`src/rtl/spi_rx_frontend.sv`:
```
// SPI mode-0 slave receiver front end.
// Synchronises nCS/SCK/MOSI into the clk domain, assembles MSB-first bytes,
// and hands them to the core through a small FIFO on a valid/ready stream.
// Valid/ready: a byte transfers on every clk edge where rx_valid & rx_ready;
// rx_data/rx_first hold stable while rx_valid & !rx_ready.
module spi_rx_frontend #(
    parameter int SYNC_STAGES = 2,
    parameter int FIFO_DEPTH  = 4
) (
    input  logic       clk,
    input  logic       reset_n,
    input  logic       nCS,
    input  logic       SCK,
    input  logic       MOSI,
    output logic [7:0] rx_data,
    output logic       rx_first,
    output logic       rx_valid,
    input  logic       rx_ready,
    output logic       rx_abort,
    output logic       overflow,
    input  logic       ovf_clr,
    output logic       cs_active
);

    localparam int PW = (FIFO_DEPTH > 1) ? $clog2(FIFO_DEPTH) : 1;
    localparam int CW = PW + 1;

    typedef enum logic [1:0] {
        WAIT_IDLE = 2'd0,
        IDLE      = 2'd1,
        RECV      = 2'd2
    } state_t;

    state_t state, state_next;

    logic [SYNC_STAGES-1:0] ncs_sync, sck_sync, mosi_sync, sync_ok;
    logic                   sck_d;
    logic                   ncs_s, sck_s, mosi_s, sync_done, sck_rise;

    logic [6:0] shift;
    logic [2:0] bit_cnt;
    logic       first_flag;
    logic       wr_en, shift_en, abort_c;
    logic [7:0] wr_byte;

    logic [8:0]    mem [FIFO_DEPTH];
    logic [PW-1:0] wr_ptr, rd_ptr;
    logic [CW-1:0] count;
    logic          full, push, pop;
    logic [8:0]    head;

    // Pin synchronisers; sync_ok marks when every stage holds a real pin sample
    // so the reset-loaded nCS=1 cannot be mistaken for an idle bus.
    always_ff @(posedge clk or negedge reset_n) begin
        if (!reset_n) begin
            ncs_sync  <= '1;
            sck_sync  <= '0;
            mosi_sync <= '0;
            sync_ok   <= '0;
            sck_d     <= 1'b0;
        end else begin
            ncs_sync  <= {ncs_sync[SYNC_STAGES-2:0], nCS};
            sck_sync  <= {sck_sync[SYNC_STAGES-2:0], SCK};
            mosi_sync <= {mosi_sync[SYNC_STAGES-2:0], MOSI};
            sync_ok   <= {sync_ok[SYNC_STAGES-2:0], 1'b1};
            sck_d     <= sck_sync[SYNC_STAGES-1];
        end
    end

    assign ncs_s     = ncs_sync[SYNC_STAGES-1];
    assign sck_s     = sck_sync[SYNC_STAGES-1];
    assign mosi_s    = mosi_sync[SYNC_STAGES-1];
    assign sync_done = sync_ok[SYNC_STAGES-1];
    assign sck_rise  = sck_s & ~sck_d;
    assign wr_byte   = {shift, mosi_s};

    // FSM state register
    always_ff @(posedge clk or negedge reset_n) begin
        if (!reset_n) state <= WAIT_IDLE;
        else          state <= state_next;
    end

    // FSM next-state logic
    always_comb begin
        state_next = state;
        case (state)
            WAIT_IDLE: if (sync_done && ncs_s) state_next = IDLE;
            IDLE:      if (!ncs_s)             state_next = RECV;
            RECV:      if (ncs_s)              state_next = IDLE;
            default:                           state_next = WAIT_IDLE;
        endcase
    end

    // FSM outputs: an 8th edge still completes its byte even if nCS rose in that cycle
    always_comb begin
        wr_en     = 1'b0;
        shift_en  = 1'b0;
        abort_c   = 1'b0;
        cs_active = 1'b0;
        if (state == RECV) begin
            wr_en     = sck_rise && (bit_cnt == 3'd7);
            shift_en  = sck_rise && (!ncs_s || bit_cnt == 3'd7);
            abort_c   = ncs_s && (bit_cnt != 3'd0) && !wr_en;
            cs_active = !ncs_s;
        end
    end

    // Byte assembly: shift register, bit counter and frame-start flag
    always_ff @(posedge clk or negedge reset_n) begin
        if (!reset_n) begin
            shift      <= '0;
            bit_cnt    <= '0;
            first_flag <= 1'b0;
            rx_abort   <= 1'b0;
        end else begin
            rx_abort <= abort_c;
            if (state != RECV) begin
                bit_cnt    <= '0;
                first_flag <= 1'b1;
            end else if (shift_en) begin
                shift   <= wr_byte[6:0];
                bit_cnt <= bit_cnt + 3'd1;
                if (wr_en) first_flag <= 1'b0;
            end
        end
    end

    assign full = (count == CW'(FIFO_DEPTH));
    assign pop  = rx_valid & rx_ready;
    assign push = wr_en & (!full | pop);

    // FIFO storage, pointers and occupancy
    always_ff @(posedge clk or negedge reset_n) begin
        if (!reset_n) begin
            for (int i = 0; i < FIFO_DEPTH; i++) mem[i] <= '0;
            wr_ptr <= '0;
            rd_ptr <= '0;
            count  <= '0;
        end else begin
            if (push) begin
                mem[wr_ptr] <= {first_flag, wr_byte};
                wr_ptr      <= wr_ptr + PW'(1);
            end
            if (pop) rd_ptr <= rd_ptr + PW'(1);
            case ({push, pop})
                2'b10:   count <= count + CW'(1);
                2'b01:   count <= count - CW'(1);
                default: count <= count;
            endcase
        end
    end

    // Sticky overflow; a new drop wins over a clear in the same cycle
    always_ff @(posedge clk or negedge reset_n) begin
        if (!reset_n)                     overflow <= 1'b0;
        else if (wr_en && full && !pop)   overflow <= 1'b1;
        else if (ovf_clr)                 overflow <= 1'b0;
    end

    assign head     = mem[rd_ptr];
    assign rx_valid = (count != '0);
    assign rx_data  = rx_valid ? head[7:0] : 8'h00;
    assign rx_first = rx_valid & head[8];

endmodule
```
`config.mk`:
```
export PLATFORM = sky130hd
export DESIGN_NAME = spi_rx_frontend
export DESIGN_NICKNAME = d
export VERILOG_FILES = /design/src/rtl/spi_rx_frontend.sv
export SDC_FILE = /design/constraint.sdc
export NUM_CORES = 1
export LEC_CHECK = 0
export CAP_MARGIN = 30
export CORE_UTILIZATION = 30
export DETAILED_ROUTE_END_ITERATION = 6
export PLACE_DENSITY_LB_ADDON = 0.12
export REMOVE_ABC_BUFFERS = 1
export SLEW_MARGIN = 0
export SYNTH_ARGS = -nofsm -noshare
export SYNTH_HDL_FRONTEND = slang
export SYNTH_SLANG_ARGS = --single-unit
```
`constraint.sdc`:
```
create_clock -name clk -period 3.2 [get_ports clk]
set_clock_uncertainty 0.15 [all_clocks]
set_input_delay 0.32 -clock clk [delete_from_list [all_inputs] [get_ports clk]]
set_output_delay 0.32 -clock clk [all_outputs]
set_load 0.005 [all_outputs]
```
# Word level (Yosys, flattened, before mapping)

Cells that the tools add are included.

Bits in registers: 67
Output and inout bits: 13
Bits of input ports: 7
Logic and storage cells: 91

Add/subtract/negate cells: 5
Reductions and logical operators: 23
Bitwise logic cells: 9
$lt $le $gt $ge: 3
Equality and inequality tests: 10
Muxes and demuxes: 23

Operators with widths:

| operator            | number |
|---|---|
| $bwmux 36           | 1 |
| $mux 9              | 3 |
| $bmux 9 s2          | 1 |
| $demux 9 s2         | 1 |
| $mux 1              | 9 |
| $logic_and 1x1->1   | 8 |
| $mux 8              | 1 |
| $ne 2x2->1 const B  | 4 |
| $reduce_bool 2->1   | 4 |
| $add 3x1->3 const B | 2 |
| $eq 3x3->1 const B  | 2 |
| $ge 3x3->1 const B  | 2 |
| $mux 2              | 3 |
| $mux 3              | 2 |
| $not 2->3           | 2 |
| $pmux 2 s3          | 1 |
| $pmux 3 s2          | 1 |
| $reduce_bool 3->1   | 2 |
| $add 2x1->2 const B | 2 |
| $and 1x1->1         | 4 |
| $eq 2x1->1 const B  | 2 |
| $eq 2x2->1 const B  | 2 |
| $logic_not 1->1     | 4 |
| $reduce_and 2->1    | 2 |
| 7 further kinds     | 8 |

# Logic depth before layout (Yosys ltp)

Depth in word-level cells: 7
Mapped depth: 12
Depth with buffers taken out: 11

# Least setup slack after synthesis

No wires, ideal clock.

Path kind: flip-flop to flip-flop
Start point: register bit_cnt[0]
End point: register count[2]
Arrival: 2264 ps
Data required time: 2971 ps
Cell stages (with the launch flop): 13
Slack: 707 ps
Library setup time: 79 ps
Clock period less this slack: 2493 ps
Cell sequence: dfrtp_1 ha_1 ha_1 and3b_1 buf_2 and3_4 inv_1 ha_1 inv_1 fa_1 xor2_1 nor2_1 xor2_1

Cells in the longest elaborated chain, start to end: 6

RTL lines:

| element                                                | line | RTL |
|---|---|---|
| from (decl)                                            | 41   | `logic [2:0] bit_cnt;` |
| from (signal assigned)                                 | 122  | `bit_cnt <= bit_cnt + 3'd1;` |
| $eq 3x3->1 (*)                                         | 101  | `wr_en = sck_rise && (bit_cnt == 3'd7);` |
| $logic_and 1x1->1 (*)                                  | 101  |  |
| $mux 1 (*)                                             | 100  | `if (state == RECV) begin` |
| $and 1x1->1 (*)                                        | 130  | `assign push = wr_en & (!full \| pop);` |
| $eq 2x1->1 / $eq 2x2->1 (equally long branches)        | 145  | `case ({push, pop})` |
| $pmux 3 s2 / $reduce_bool 2->1 (equally long branches) | n/a  |  |
| to (signal assigned)                                   | 146  | `2'b10: count <= count + CW'(1);` |
| to (signal assigned)                                   | 147  | `2'b01: count <= count - CW'(1);` |
| to (signal assigned)                                   | 148  | `default: count <= count;` |
| to (decl)                                              | 48   | `logic [CW-1:0] count;` |

Every way passes the cells marked *; elsewhere a longest branch is shown, timed or not.
A chain may end at the register's enable or synchronous reset.

# Worst setup path in the final report

Same ends and word-level chain as after synthesis.

==> results.cfg <==
[global_routing]
grt_pass1_wl_um = 9542
antenna_found_initial = 0
grt_max_degree = 68
overflow = 0
track_usage = 0.1302
grt_pass1_vias = 1738

[clock_network]
cts_setup_buffers = 0
tritoncts = built
cts_buffer_depth = 2
htreeDepth = 3
cts_made_buffers = 9
clkSlewWorstSetupHoldPaths_ps = 80
cts.sinks = 67
cts-root-buf = clkbuf_8
post_cts_resized = 0
cts_hold_buf = 0
clock_latency_ps = 340

[setup_path]
crit_path_max_incr_delay_ps = 390
r2r_slack_ps = 570
worstPathMaxFanout = 8
crit_top_cell = ha_1
ff2ff_path_depth = 11
cp-end-kind = flop
path_cells = ha_1, ha_1, and3b_1, and3_4, inv_1, ha_1, inv_1, fa_1, xor2_1, nor2_1, xor2_1
crit_path_top_delay_cell = dfrtp_1
reg2reg_from = bit_cnt[0]$_DFFE_PN0P_
rr_endpoint = count[2]$_DFFE_PN0P_
criticalPathCategory = reg2reg
cp-start-kind = flop
required_ps = 3310
cp.arrival_ps = 2750

[timing]
post-route-min-period_ps = 2632
final-max-slew-violation-count = 0
max_freq_ghz = 0.3799
rsz0062_at_grt = false
hold_slack_ps = 21.17
setup_violations = 0
period_share = 0.8225
worst_slew_pin_slew_ps = 857.6
tns_ps = 0
relSlewSlack = 0.4283
final_hold_viol_count = 0

[logic_synthesis]
syn_area_per_cell_um2 = 14.44
synth_area_um2 = 2945
synth_top_family_by_area = multiplexers
yosys.area_share.simple = 0.08794
ys_warn_count = 0
synthDominantCellAreaShare = 0.5523
syn_inst = 204
yosys.area.top_type = dfrtp_1
ys_ff_latch = 67
synth_mux_area_frac = 0.2383
synth_compound_area_frac = 0.01912
synth_edf_count = 0
synth_xor_area_frac = 0.01784
synth_common_cells = 65 x dfrtp_1, 43 x mux2_2, 11 x inv_1
synth_fa_ha_area_frac = 0.04078
synth_top_flop_cell = dfrtp_1
async_reset_ff_frac = 1.000
ys_top_cells_by_area = dfrtp_1 55%, mux2_2 16%, mux4_2 6.9%
yosysUniqueCellTypes = 29
ys_seq_area_frac = 0.5701
yosysMostFrequentCell = dfrtp_1

[final_layout]
diodes = 0
multi_input_area_um2 = 1194
stdcell_area_um2 = 3471
area_growth_syn_to_layout_pct = 17.84
fillers = 917
nNetsFinal = 247
ff_latch_area_um2 = 1679
stdcell_count = 365
layout-drive-gt1-share = 0.3432

[route]
routedWlPerCell_um = 15.35
vias_per_cell = 4.408
vias = 1609
remaining_drc_errors = 0
dr.pass1.iters = 4
wl_um = 5604
drt_iter0_markers = 49
antenna_left = 0

[floorplanning]
die_h_um = 101.1
core-area_um2 = 9371
rows = 35
die_area_um2 = 10220
die_width_um = 101.1
top_level_ports = 20
initial_utilization = 0.3143

[power_and_ir_drop]
power_uw = 1564
ir_drop_v = 0.0001966
leakage_uw = 0.001592
power.density_nw_per_um2 = 450.8

[placement]
dp_cells = 349
placed_cell_area_um2 = 3291
hpwlAfterDp_um = 3401
io_buffer_count = 19
routabilityCongestion = 0.7382

[worst_hold_path]
hold_class = in2async

[flow_run]
timing.max_cap.violations = 0

[status]
run_status = complete, no violations
## cell type report
| cell class | count | area share |
|---|---|---|
| timing repair buffer | 23 | 0.06200 |
| inverter | 11 | 0.01190 |
| tap | 129 | 0.04650 |
| sequential | 67 | 0.4838 |
| multi-input combinational | 119 | 0.3439 |
| clock inverter | 5 | 0.01118 |
| clock buffer | 11 | 0.04074 |
## per-stage QoR
stage / util / setup WS, ps
finish: 0.3704 / 567.8
CTS: 0.3704 / 551.2
global route: 0.3704 / 386.1
detailed placement: 0.3511 / 401.4
floorplan: - / 690.9
global placement: 0.3511 / 443.9
## kinds of logic after synthesis
group | count (synthesis)
flops | 67
mux | 53
simple gates | 39
buf+inv | 18
compound gates | 11
fa+ha+maj | 9
xor+xnor | 6
other cells | 1
## worst max-delay path by stage
stage	from	slack, ps	cells past startpoint	end
floorplan	count[1]$_DFFE_PN0P_	690	9	count[2]$_DFFE_PN0P_
global placement	rx_ready	440	10	count[2]$_DFFE_PN0P_
detailed placement	rx_ready	400	10	count[2]$_DFFE_PN0P_
CTS	bit_cnt[0]$_DFFE_PN0P_	550	11	count[2]$_DFFE_PN0P_
global route	bit_cnt[1]$_DFFE_PN0P_	390	11	count[2]$_DFFE_PN0P_
finish	bit_cnt[0]$_DFFE_PN0P_	570	11	count[2]$_DFFE_PN0P_
## sequential cells by signal, summed over array words and instances (netlist names)
name and count:
ncs_sync 2, mem 36, overflow 1, mosi_sync 2, sck_sync 2, sync_ok 2, rx_abort 1, wr_ptr 2
rd_ptr 2, first_flag 1, shift 7, sck_d 1, bit_cnt 3, count 3, state 2
## layer usage
| layer | vias up | track usage | part of all wire |
|---|---|---|---|
| met3 | 5 | 0.05062 | 0.033 |
| li1 | 769 | - | - |
| met1 | 811 | 0.1730 | 0.49 |
| met2 | 24 | 0.1968 | 0.47 |
| met5 | - | 0 | 0 |
| met4 | 0 | 0.03679 | 0.012 |
## worst max-delay path, delay by kind of cell (launching register included)
| kind | cells | cell delay (ps) |
|---|---|---|
| buffers and inverters | 2 | 110 |
| and+or+nand+nor | 3 | 650 |
| DFF | 1 | 390 |
| adders and majority gates | 4 | 960 |
| xor gates and xnor gates | 2 | 310 |
## cells in the final DEF, fill, tap and decap left out, types with 6 or more instances in the layout
master and count:
ha_1 8, dfrtp_1 65, and2_1 10, inv_1 11
mux4_2 9, o21ai_0 6, mux2_2 43, clkbuf_8 10
clkdlybuf4s50_1 18
## report_power, final
group	internal, µW	leakage, µW	switching, µW
Sequential	862	0.000899	15.7
Combinational	19.6	0.000615	29.6
Clock	304	0.0000778	334
No activity file was read; power rests on OpenSTA's default activity.
